===== src/rtl/massbus_test_drive_if.sv =====
// Massbus signal bundle between an RH11-style controller (master) and one drive (slave).
// Data buses use Massbus bit numbering [0:35], where bit 0 is the MSB.
//   master: drives strobes, function, ack and write data; receives request, data, status.
//   slave : the drive side; the mirror image of master.
interface massbus_test_drive_if;
    logic        mbINIT;
    logic        mbREAD;
    logic        mbWRITE;
    logic [4:0]  mbREGSEL;
    logic [2:0]  mbUNIT;
    logic [4:0]  mbFUN;
    logic        mbGO;
    logic        mbWCZ;
    logic        mbPAT;
    logic        mbACKI;
    logic [0:35] mbDATAI;
    logic [0:35] mbDATAO;
    logic        mbREQO;
    logic [15:0] mbREGDAT;
    logic        mbREGACK;
    logic        mbINCBA;
    logic        mbINCWC;
    logic        mbDECBA;
    logic        mbWCE;
    logic        mbACLO;
    logic        mbINVPAR;
    logic        mbNPRO;
    logic [7:0]  mbATA;
    logic        mbDVA;
    logic        mbDPR;
    logic        mbDRY;

    modport master (
        output mbINIT, mbREAD, mbWRITE, mbREGSEL, mbUNIT, mbFUN, mbGO, mbWCZ, mbPAT, mbACKI,
               mbDATAI,
        input  mbDATAO, mbREQO, mbREGDAT, mbREGACK, mbINCBA, mbINCWC, mbDECBA, mbWCE, mbACLO,
               mbINVPAR, mbNPRO, mbATA, mbDVA, mbDPR, mbDRY
    );

    modport slave (
        input  mbINIT, mbREAD, mbWRITE, mbREGSEL, mbUNIT, mbFUN, mbGO, mbWCZ, mbPAT, mbACKI,
               mbDATAI,
        output mbDATAO, mbREQO, mbREGDAT, mbREGACK, mbINCBA, mbINCWC, mbDECBA, mbWCE, mbACLO,
               mbINVPAR, mbNPRO, mbATA, mbDVA, mbDPR, mbDRY
    );
endinterface


===== src/rtl/massbus_test_drive.sv =====
// Stand-in Massbus drive for one unit: answers register reads/writes and runs read-data /
// write-data functions through the mbREQO/mbACKI word handshake. Read data is SEED + WCNT,
// write data is summed into a 36-bit checksum.
//   clk : clock
//   rst : synchronous reset, active low
//   mb  : Massbus bundle, slave side (see massbus_test_drive_if)
module massbus_test_drive #(
    parameter logic [2:0]  UNIT  = 3'd0,
    parameter logic [15:0] DTYPE = 16'o020022
) (
    input logic                 clk,
    input logic                 rst,
    massbus_test_drive_if.slave mb
);
    localparam logic [4:0] FunRead  = 5'o34;
    localparam logic [4:0] FunWrite = 5'o30;

    typedef enum logic [2:0] {StIdle, StRdReq, StWrReq, StGap, StDone} state_t;

    state_t      state;
    logic [4:0]  fun;
    logic        err;
    logic        ata;
    logic [15:0] wcnt;
    logic [15:0] seed;
    logic [0:35] cksum;
    logic        lastWcz;
    logic        regAck;
    logic [15:0] regDat;

    logic        unitHit;
    logic        goHit;
    logic        dry;
    logic [15:0] readMux;
    logic [7:0]  ataVec;

    assign unitHit = (mb.mbUNIT == UNIT);
    assign goHit   = mb.mbGO && unitHit;
    assign dry     = (state == StIdle);

    always_comb begin
        readMux = '0;
        case (mb.mbREGSEL)
            5'd0: readMux = {4'b0, 1'b1, 3'b0, dry, 1'b0, fun, 1'b0};
            5'd1: readMux = {ata, err, 5'b0, 1'b1, dry, 7'b0};
            5'd2: readMux = wcnt;
            5'd3: readMux = cksum[20:35];
            5'd4: readMux = cksum[4:19];
            5'd5: readMux = {12'b0, cksum[0:3]};
            5'd6: readMux = seed;
            5'd7: readMux = DTYPE;
            default: readMux = '0;
        endcase
    end

    always_ff @(posedge clk) begin
        // mbINIT is an abort with the same effect as reset and wins over any other event.
        if (!rst || mb.mbINIT) begin
            state   <= StIdle;
            fun     <= '0;
            err     <= 1'b0;
            ata     <= 1'b0;
            wcnt    <= '0;
            seed    <= '0;
            cksum   <= '0;
            lastWcz <= 1'b0;
            regAck  <= 1'b0;
            regDat  <= '0;
        end else begin
            regAck <= 1'b0;
            regDat <= '0;
            // Read and write strobes together still give a single ack.
            if ((mb.mbREAD || mb.mbWRITE) && unitHit) begin
                regAck <= 1'b1;
                regDat <= readMux;
            end

            case (state)
                StIdle: begin
                    if (goHit) begin
                        fun <= mb.mbFUN;
                        if (mb.mbFUN == FunRead) begin
                            state <= StRdReq;
                        end else if (mb.mbFUN == FunWrite) begin
                            state <= StWrReq;
                            cksum <= '0;
                        end else begin
                            ata <= 1'b1;
                        end
                    end
                end
                StRdReq, StWrReq: begin
                    if (mb.mbACKI) begin
                        if (state == StWrReq) cksum <= cksum + mb.mbDATAI;
                        wcnt    <= wcnt + 16'd1;
                        lastWcz <= mb.mbWCZ;
                        state   <= StGap;
                    end
                end
                StGap: begin
                    if (lastWcz)              state <= StDone;
                    else if (fun == FunRead)  state <= StRdReq;
                    else                      state <= StWrReq;
                end
                StDone: begin
                    ata   <= 1'b1;
                    state <= StIdle;
                end
                default: state <= StIdle;
            endcase

            // A GO while busy is flagged but does not disturb the running transfer.
            if (goHit && state != StIdle) begin
                err <= 1'b1;
                ata <= 1'b1;
            end

            // Register writes are applied last so they take precedence over FSM updates.
            if (mb.mbWRITE && unitHit) begin
                case (mb.mbREGSEL)
                    5'd1: if (mb.mbDATAI[20]) begin
                        ata <= 1'b0;
                        err <= 1'b0;
                    end
                    5'd2: wcnt <= mb.mbDATAI[20:35];
                    5'd6: seed <= mb.mbDATAI[20:35];
                    default: ;
                endcase
            end
        end
    end

    always_comb begin
        ataVec       = '0;
        ataVec[UNIT] = ata;
    end

    assign mb.mbREQO    = (state == StRdReq) || (state == StWrReq);
    assign mb.mbDATAO   = (state == StRdReq) ? (36'(seed) + 36'(wcnt)) : '0;
    assign mb.mbINCBA   = (state == StGap);
    assign mb.mbINCWC   = (state == StGap);
    assign mb.mbNPRO    = mb.mbREQO || (state == StGap);
    assign mb.mbDRY     = dry;
    assign mb.mbDVA     = 1'b1;
    assign mb.mbDPR     = 1'b1;
    assign mb.mbDECBA   = 1'b0;
    assign mb.mbWCE     = 1'b0;
    assign mb.mbACLO    = 1'b0;
    assign mb.mbINVPAR  = mb.mbPAT;
    assign mb.mbATA     = ataVec;
    assign mb.mbREGACK  = regAck;
    assign mb.mbREGDAT  = regDat;
endmodule


===== src/flat_wrapper.sv =====
// flat-port wrapper written by rule: the top's interface ports become plain ports
module massbus_test_drive_flat 
#(
    parameter logic [2:0]  UNIT  = 3'd0,
    parameter logic [15:0] DTYPE = 16'o020022
)
  (clk, rst, mb_mbINIT, mb_mbREAD, mb_mbWRITE, mb_mbREGSEL, mb_mbUNIT, mb_mbFUN, mb_mbGO, mb_mbWCZ, mb_mbPAT, mb_mbACKI, mb_mbDATAI, mb_mbDATAO, mb_mbREQO, mb_mbREGDAT, mb_mbREGACK, mb_mbINCBA, mb_mbINCWC, mb_mbDECBA, mb_mbWCE, mb_mbACLO, mb_mbINVPAR, mb_mbNPRO, mb_mbATA, mb_mbDVA, mb_mbDPR, mb_mbDRY);
  massbus_test_drive_if mb_i ();
  input logic clk;
  input logic rst;
  input wire logic [$bits(mb_i.mbINIT)-1:0] mb_mbINIT;
  input wire logic [$bits(mb_i.mbREAD)-1:0] mb_mbREAD;
  input wire logic [$bits(mb_i.mbWRITE)-1:0] mb_mbWRITE;
  input wire logic [$bits(mb_i.mbREGSEL)-1:0] mb_mbREGSEL;
  input wire logic [$bits(mb_i.mbUNIT)-1:0] mb_mbUNIT;
  input wire logic [$bits(mb_i.mbFUN)-1:0] mb_mbFUN;
  input wire logic [$bits(mb_i.mbGO)-1:0] mb_mbGO;
  input wire logic [$bits(mb_i.mbWCZ)-1:0] mb_mbWCZ;
  input wire logic [$bits(mb_i.mbPAT)-1:0] mb_mbPAT;
  input wire logic [$bits(mb_i.mbACKI)-1:0] mb_mbACKI;
  input wire logic [$bits(mb_i.mbDATAI)-1:0] mb_mbDATAI;
  output wire logic [$bits(mb_i.mbDATAO)-1:0] mb_mbDATAO;
  output wire logic [$bits(mb_i.mbREQO)-1:0] mb_mbREQO;
  output wire logic [$bits(mb_i.mbREGDAT)-1:0] mb_mbREGDAT;
  output wire logic [$bits(mb_i.mbREGACK)-1:0] mb_mbREGACK;
  output wire logic [$bits(mb_i.mbINCBA)-1:0] mb_mbINCBA;
  output wire logic [$bits(mb_i.mbINCWC)-1:0] mb_mbINCWC;
  output wire logic [$bits(mb_i.mbDECBA)-1:0] mb_mbDECBA;
  output wire logic [$bits(mb_i.mbWCE)-1:0] mb_mbWCE;
  output wire logic [$bits(mb_i.mbACLO)-1:0] mb_mbACLO;
  output wire logic [$bits(mb_i.mbINVPAR)-1:0] mb_mbINVPAR;
  output wire logic [$bits(mb_i.mbNPRO)-1:0] mb_mbNPRO;
  output wire logic [$bits(mb_i.mbATA)-1:0] mb_mbATA;
  output wire logic [$bits(mb_i.mbDVA)-1:0] mb_mbDVA;
  output wire logic [$bits(mb_i.mbDPR)-1:0] mb_mbDPR;
  output wire logic [$bits(mb_i.mbDRY)-1:0] mb_mbDRY;
  assign mb_i.mbINIT = mb_mbINIT;
  assign mb_i.mbREAD = mb_mbREAD;
  assign mb_i.mbWRITE = mb_mbWRITE;
  assign mb_i.mbREGSEL = mb_mbREGSEL;
  assign mb_i.mbUNIT = mb_mbUNIT;
  assign mb_i.mbFUN = mb_mbFUN;
  assign mb_i.mbGO = mb_mbGO;
  assign mb_i.mbWCZ = mb_mbWCZ;
  assign mb_i.mbPAT = mb_mbPAT;
  assign mb_i.mbACKI = mb_mbACKI;
  assign mb_i.mbDATAI = mb_mbDATAI;
  assign mb_mbDATAO = mb_i.mbDATAO;
  assign mb_mbREQO = mb_i.mbREQO;
  assign mb_mbREGDAT = mb_i.mbREGDAT;
  assign mb_mbREGACK = mb_i.mbREGACK;
  assign mb_mbINCBA = mb_i.mbINCBA;
  assign mb_mbINCWC = mb_i.mbINCWC;
  assign mb_mbDECBA = mb_i.mbDECBA;
  assign mb_mbWCE = mb_i.mbWCE;
  assign mb_mbACLO = mb_i.mbACLO;
  assign mb_mbINVPAR = mb_i.mbINVPAR;
  assign mb_mbNPRO = mb_i.mbNPRO;
  assign mb_mbATA = mb_i.mbATA;
  assign mb_mbDVA = mb_i.mbDVA;
  assign mb_mbDPR = mb_i.mbDPR;
  assign mb_mbDRY = mb_i.mbDRY;
  massbus_test_drive #(.UNIT(UNIT), .DTYPE(DTYPE)) u_core (.clk(clk), .rst(rst), .mb(mb_i));
endmodule

===== config.mk =====
export PLATFORM = sky130hd
export DESIGN_NAME = massbus_test_drive_flat
export DESIGN_NICKNAME = d
export VERILOG_FILES = /design/src/rtl/massbus_test_drive_if.sv /design/src/rtl/massbus_test_drive.sv /design/src/flat_wrapper.sv
export SDC_FILE = /design/constraint.sdc
export NUM_CORES = 1
export LEC_CHECK = 0
export CAP_MARGIN = 5
export CELL_PAD_IN_SITES_DETAIL_PLACEMENT = 1
export CELL_PAD_IN_SITES_GLOBAL_PLACEMENT = 1
export CORE_UTILIZATION = 43
export CTS_BUF_LIST = sky130_fd_sc_hd__clkbuf_4 sky130_fd_sc_hd__clkbuf_8
export DETAILED_ROUTE_END_ITERATION = 16
export PLACE_DENSITY_LB_ADDON = 0.1
export SKIP_CTS_REPAIR_TIMING = 1
export SLEW_MARGIN = 0
export SYNTH_ARGS = -nofsm -noshare
export SYNTH_HDL_FRONTEND = slang
export SYNTH_SLANG_ARGS = --single-unit

===== constraint.sdc =====
create_clock -name clk -period 4.9 [get_ports clk]
set_input_delay 0.98 -clock clk [delete_from_list [all_inputs] [get_ports clk]]
set_output_delay 0.98 -clock clk [all_outputs]
set_load 0.005 [all_outputs]

# Word level (Yosys, flattened, before mapping)
# Cells that the tools add are included.
# Widths: inputs -> output; s select.
# totals
out_inout_bits,72
input_bits,58
word_cells,87
register_bits,96
# op_classes
add_sub_neg,3
bitwise,1
n_eq_ne,20
muxes,32
n_reduce_logical,21
# op_table
operator,count
$mux 36,6
$pmux 16 s8,1
$pmux 36 s2,1
$mux 16,4
$add 36x36->36,1
$eq 5x3->1 const B,4
$add 16x16->17,1
$add 16x1->16 const B,1
$eq 5x5->1 const B,3
$mux 3,5
$mux 1,12
$eq 5x2->1 const B,2
$pmux 3 s3,1
$eq 3x2->1 const B,2
$logic_not 3->1,2
$ne 2x1->1 const B,3
$reduce_and 2->1,3
$reduce_and 6->1,1
$eq 5x1->1 const B,1
$logic_not 5->1,1
$logic_and 1x1->1,4
$logic_or 1x1->1,4
$ne 2x2->1 const B,2
$reduce_or 2->1,2
other kinds (10),10

# Depth between registers and ports, before layout
# logic_depth
word_depth,9
depth_mapped,12
ltp_nobuf,12

# Worst setup path before layout
# OpenSTA, ideal clock, no wires.
# synth_timing
path_kind,flip-flop to output port
startpoint,register u_core.wcnt[0]
endpoint,output port mb_mbDATAO[14]
stages_incl_launch_ff,13
slack_ns,1.416
arrival_time_ns,2.504
n_path_buf,0
t_required_ns,3.920
cell_sequence,dfxtp_1 -> ha_1 -> inv_1 -> fa_1 -> nor2b_1 -> o21ai_0 -> a21boi_0 -> o21ai_0 -> a21boi_0 -> o21bai_1 -> a31oi_1 -> o21ai_0 -> a211oi_1
# synth_between
elab_chain_len,2
# synth_rtl
item,line_no,source
start: declaration,massbus_test_drive.sv:24,logic [15:0] wcnt;
start signal: assignment,massbus_test_drive.sv:95,wcnt <= wcnt + 16'd1;
start signal: assignment,massbus_test_drive.sv:125,5'd2: wcnt <= mb.mbDATAI[20:35];
$add 16x16->17,massbus_test_drive.sv:139,assign mb.mbDATAO = (state == StRdReq) ? (36'(seed) + 36'(wcnt)) : '0;
$mux 36,massbus_test_drive.sv:139,
end: declaration,flat_wrapper.sv:22,output wire logic [$bits(mb_i.mbDATAO)-1:0] mb_mbDATAO;
# Every way passes these cells.

# Worst setup path in the final report
# Ends and elaborated chain as after synthesis.

==> out/metrics.cfg <==
[run_status]
status = finished clean

[worst_setup_path]
critPathCaptureType = output pin
required_ns = 3.92
reg2reg_to = u_core.cksum[3]$_SDFFE_PP0P_
path_class = reg -> out
startpoint_type = register
path_max_fanout = 5
timing.rr.start = u_core.cksum[35]$_SDFFE_PP0P_
critical_path_arrival_ns = 3.66
crit_path_start = u_core.wcnt[0]$_SDFF_PP0_
r2r_cells = 12
reg2reg_slack_ns = 1.74
crit_path_end = mb_mbDATAO[14]

[cells_and_area]
stdcell_count = 1176
drive_above_1_share_pct = 4.15
fin_nets = 1072
fill_cells = 1914
insertedDiodeCount = 0
stdcell_area_mm2 = 0.00809
syn2layout_area_growth_pct = 18.1
multi_input_area_mm2 = 0.00454
seq_area_mm2 = 0.00192

[sta]
maxSlewViolCount = 0
slew_headroom_pct = 30.7
fmax_mhz = 215
fin_skew_ns = 0.00909
worst_pin_slew_ns = 1.04
hold_violations = 0
rsz0062_at_grt = false
period_needed_ns = 4.64
finalSetupViolCount = 0
finalCritPeriodShare_pct = 94.8

[clocking]
cts.htree.levels = 3
clockBufferDepth = 2
clkSlewWorstSetupHoldPaths_ns = 0.10
cts_tree = built
cts_sinks = 96
cts_buffers = 9
clk-insertion-delay-late_ns = 0.37
root_buffer = clkbuf_8

[global_routing]
grt_pass1_vias = 6740
grt_pass1_wl_um = 37100
globalRouteOverflowTotal = 0
grt_antenna_before_repair = 0
grt_max_degree = 46
track_usage_pct = 29.0

[power_and_ir_drop]
p_sw_uw = 382
powerDensity_mw_per_mm2 = 190
p_int_mw = 1.16
comb_power_share_pct = 10.7
ir_worst_vdd_v = 0.0000982
p_seq_share_pct = 50.7
p_sw_share_pct = 24.8
power.share.clock_pct = 38.6
p_leak_nw = 3.05

[synth]
synthArstFlopShare_pct = 0
synth_cell_types = 64
ys_ff_latch = 96
synthFlopType = dfxtp_1
syn_area_mm2 = 0.00685
synth_cells = 886
yosys_warnings = 0
yosysSeqAreaShare_pct = 28.0
synth_edf_count = 0
syn_avg_cell_area_um2 = 7.73

[floorplan]
fp.dieW_um = 128
dieArea_mm2 = 0.0164
start_util_pct = 44.6
row_count = 45
die_y_um = 128
io_pins = 130
core_mm2 = 0.0154

[detailed_routing]
drtIter0Drc = 577
wl_per_cell_um = 20.1
firstDrtPassIters = 6
wl_um = 23700
ant_nets = 0
drc_errors = 0
vias = 6931
via_per_inst = 5.89

[place]
io_buffers = 96
hpwlAfterDp_um = 18800
finalWeightedCongestion = 0.931
placedCellCount = 1160
place_area_mm2 = 0.00787

[run]
cap_violations = 0

[min_path]
hold_class = reg -> reg

## how the worst min path moves through the flow
| stage | start | endpoint | slack (ns) | cells after the start |
|---|---|---|---|---|
| final | u_core.cksum[33]$_SDFFE_PP0P_ | u_core.cksum[33]$_SDFFE_PP0P_ | 0.48 | 2 |
| after detailed placement | u_core.cksum[33]$_SDFFE_PP0P_ | u_core.cksum[33]$_SDFFE_PP0P_ | 0.47 | 2 |
| after floorplan | u_core.cksum[20]$_SDFFE_PP0P_ | u_core.cksum[20]$_SDFFE_PP0P_ | 0.44 | 2 |
| after CTS | u_core.cksum[33]$_SDFFE_PP0P_ | u_core.cksum[33]$_SDFFE_PP0P_ | 0.49 | 2 |
| after global placement | u_core.cksum[25]$_SDFFE_PP0P_ | u_core.cksum[25]$_SDFFE_PP0P_ | 0.46 | 2 |
| after global routing | u_core.cksum[32]$_SDFFE_PP0P_ | u_core.cksum[32]$_SDFFE_PP0P_ | 0.51 | 2 |
## power by group through the flow
stage               registers (mW)  clock network (mW)  logic, mW
finish                       0.781               0.595      0.164
global route                 0.781               0.631      0.177
CTS                          0.781               0.598      0.162
detailed placement           0.799                   0      0.160
global placement             0.799                   0      0.156
floorplan                    0.799                   0     0.0971
## layout make-up
class	instances	area share (%)
Clock buffer	11	1.79
Clock inverter	5	0.989
Inverter	28	1.30
Multi-Input combinational cell	719	56.1
Sequential cell	96	23.7
Tap cell	211	3.26
Timing Repair Buffer	106	12.8
## logic make-up (layout without fill, tap and decap cells)
family / Yosys count / count (layout) / share of synthesized area (%)
and+or+nand+nor: 305 / 305 / 20.9
AOI/OAI and AO/OA: 276 / 276 / 26.5
buffers and inverters: 100 / 150 / 7.43
DFF: 96 / 96 / 28.0
adders and majority gates: 54 / 54 / 10.1
xor gates and xnor gates: 46 / 46 / 5.88
muxes: 7 / 7 / 1.02
other: 2 / 31 / 0.110
## through the flow
stage	hold slack (ns)	setup TNS (ns)	total power, mW	util [%]	worst slack (ns)
after floorplan	0.442	0	0.896	-	1.42
after global placement	0.460	0	0.955	51.2	0.601
after detailed placement	0.472	0	0.960	51.2	0.354
after CTS	0.486	-0.0553	1.54	52.6	-0.0553
after global routing	0.511	0	1.59	52.7	0.0139
final	0.480	0	1.54	52.7	0.255
## critical path, stage by stage (launching register included)
cell and delay (ns):
dfxtp_1 0.43, ha_1 0.22, inv_1 0.06, fa_1 0.38, nor2b_1 0.18, o21ai_0 0.13
a21boi_1 0.20, o21ai_0 0.16, a21boi_2 0.27, o21bai_1 0.12, a31oi_1 0.28, o21ai_0 0.12
a211oi_1 0.21, clkdlybuf4s50_1 0.54
## layout by cell type (no fill, tap or decap), types with 5 or more instances in the layout
| cell type | Yosys | layout |
|---|---|---|
| a211oi_1 | 19 | 19 |
| a21o_1 | 16 | 16 |
| a21oi_1 | 86 | 86 |
| a222oi_1 | 5 | 5 |
| a22oi_1 | 28 | 28 |
| a311oi_1 | 9 | 9 |
| a31oi_1 | 11 | 11 |
| and2_1 | 5 | 5 |
| and3_1 | 13 | 13 |
| buf_4 | 34 | 10 |
| clkbuf_8 | 0 | 10 |
| clkdlybuf4s50_1 | 0 | 96 |
| conb_1 | 2 | 31 |
| dfxtp_1 | 96 | 96 |
| ha_1 | 52 | 52 |
| inv_1 | 28 | 28 |
| mux2i_1 | 7 | 7 |
| nand2_1 | 99 | 99 |
| nand2b_1 | 9 | 8 |
| nand3_1 | 25 | 25 |
| nand4_1 | 9 | 9 |
| nor2_1 | 92 | 92 |
| nor2b_1 | 8 | 8 |
| nor3_1 | 14 | 14 |
| o211ai_1 | 7 | 7 |
| o21a_1 | 6 | 6 |
| o21ai_0 | 30 | 30 |
| o21ai_1 | 13 | 13 |
| o21bai_1 | 9 | 9 |
| o31ai_1 | 6 | 6 |
| or3_1 | 11 | 11 |
| xnor2_1 | 26 | 26 |
| xor2_1 | 20 | 20 |
## sequential cells by signal, indices dropped and copies added (netlist names)
name and count:
u_core.ata 1, u_core.seed 16, u_core.lastWcz 1, u_core.mb.mbREGACK 1
u_core.cksum 36, u_core.mb.mbREGDAT 16, u_core.fun 5, u_core.wcnt 16
u_core.state 3, u_core.err 1
## per-layer routing
layer / GRT usage [%] / share of wire (%) / vias to the layer above
met1: 36.7 / 43 / 3401
met3: 2.80 / 4.5 / 30
met2: 51.6 / 50 / 190
met5: 0 / 0 / -
li1: - / - / 3310
met4: 8.93 / 2.3 / 0
## cells in the mapped netlist (all sizes together) (3+ instances only)
master	count	area share [%]
nor2b	8	0.73
a211oi	19	2.1
nand3	26	2.0
o21a	6	0.66
a22oi	28	3.1
a31oi	11	1.0
and3	13	1.2
nor2	92	5.0
o21ai	43	3.1
o21bai	9	0.99
a22o	4	0.51
and2	5	0.46
nor4	5	0.46
ha	52	9.5
nand2	99	5.4
inv	28	1.5
o211ai	8	0.95
xor2	20	2.6
o31ai	6	0.66
nor3b	3	0.40
a21boi	5	0.71
a222oi	5	0.73
buf	42	4.3
a311oi	9	1.2
xnor2	26	3.3
a21oi	86	6.3
o31a	3	0.38
clkbuf	30	1.6
nor3	17	1.6
nand2b	9	0.82
dfxtp	96	28
or3	11	1.0
mux2i	7	1.0
nand4	9	0.82
a221oi	3	0.38
a21o	16	1.8
Power figures use the tool's default switching activity.
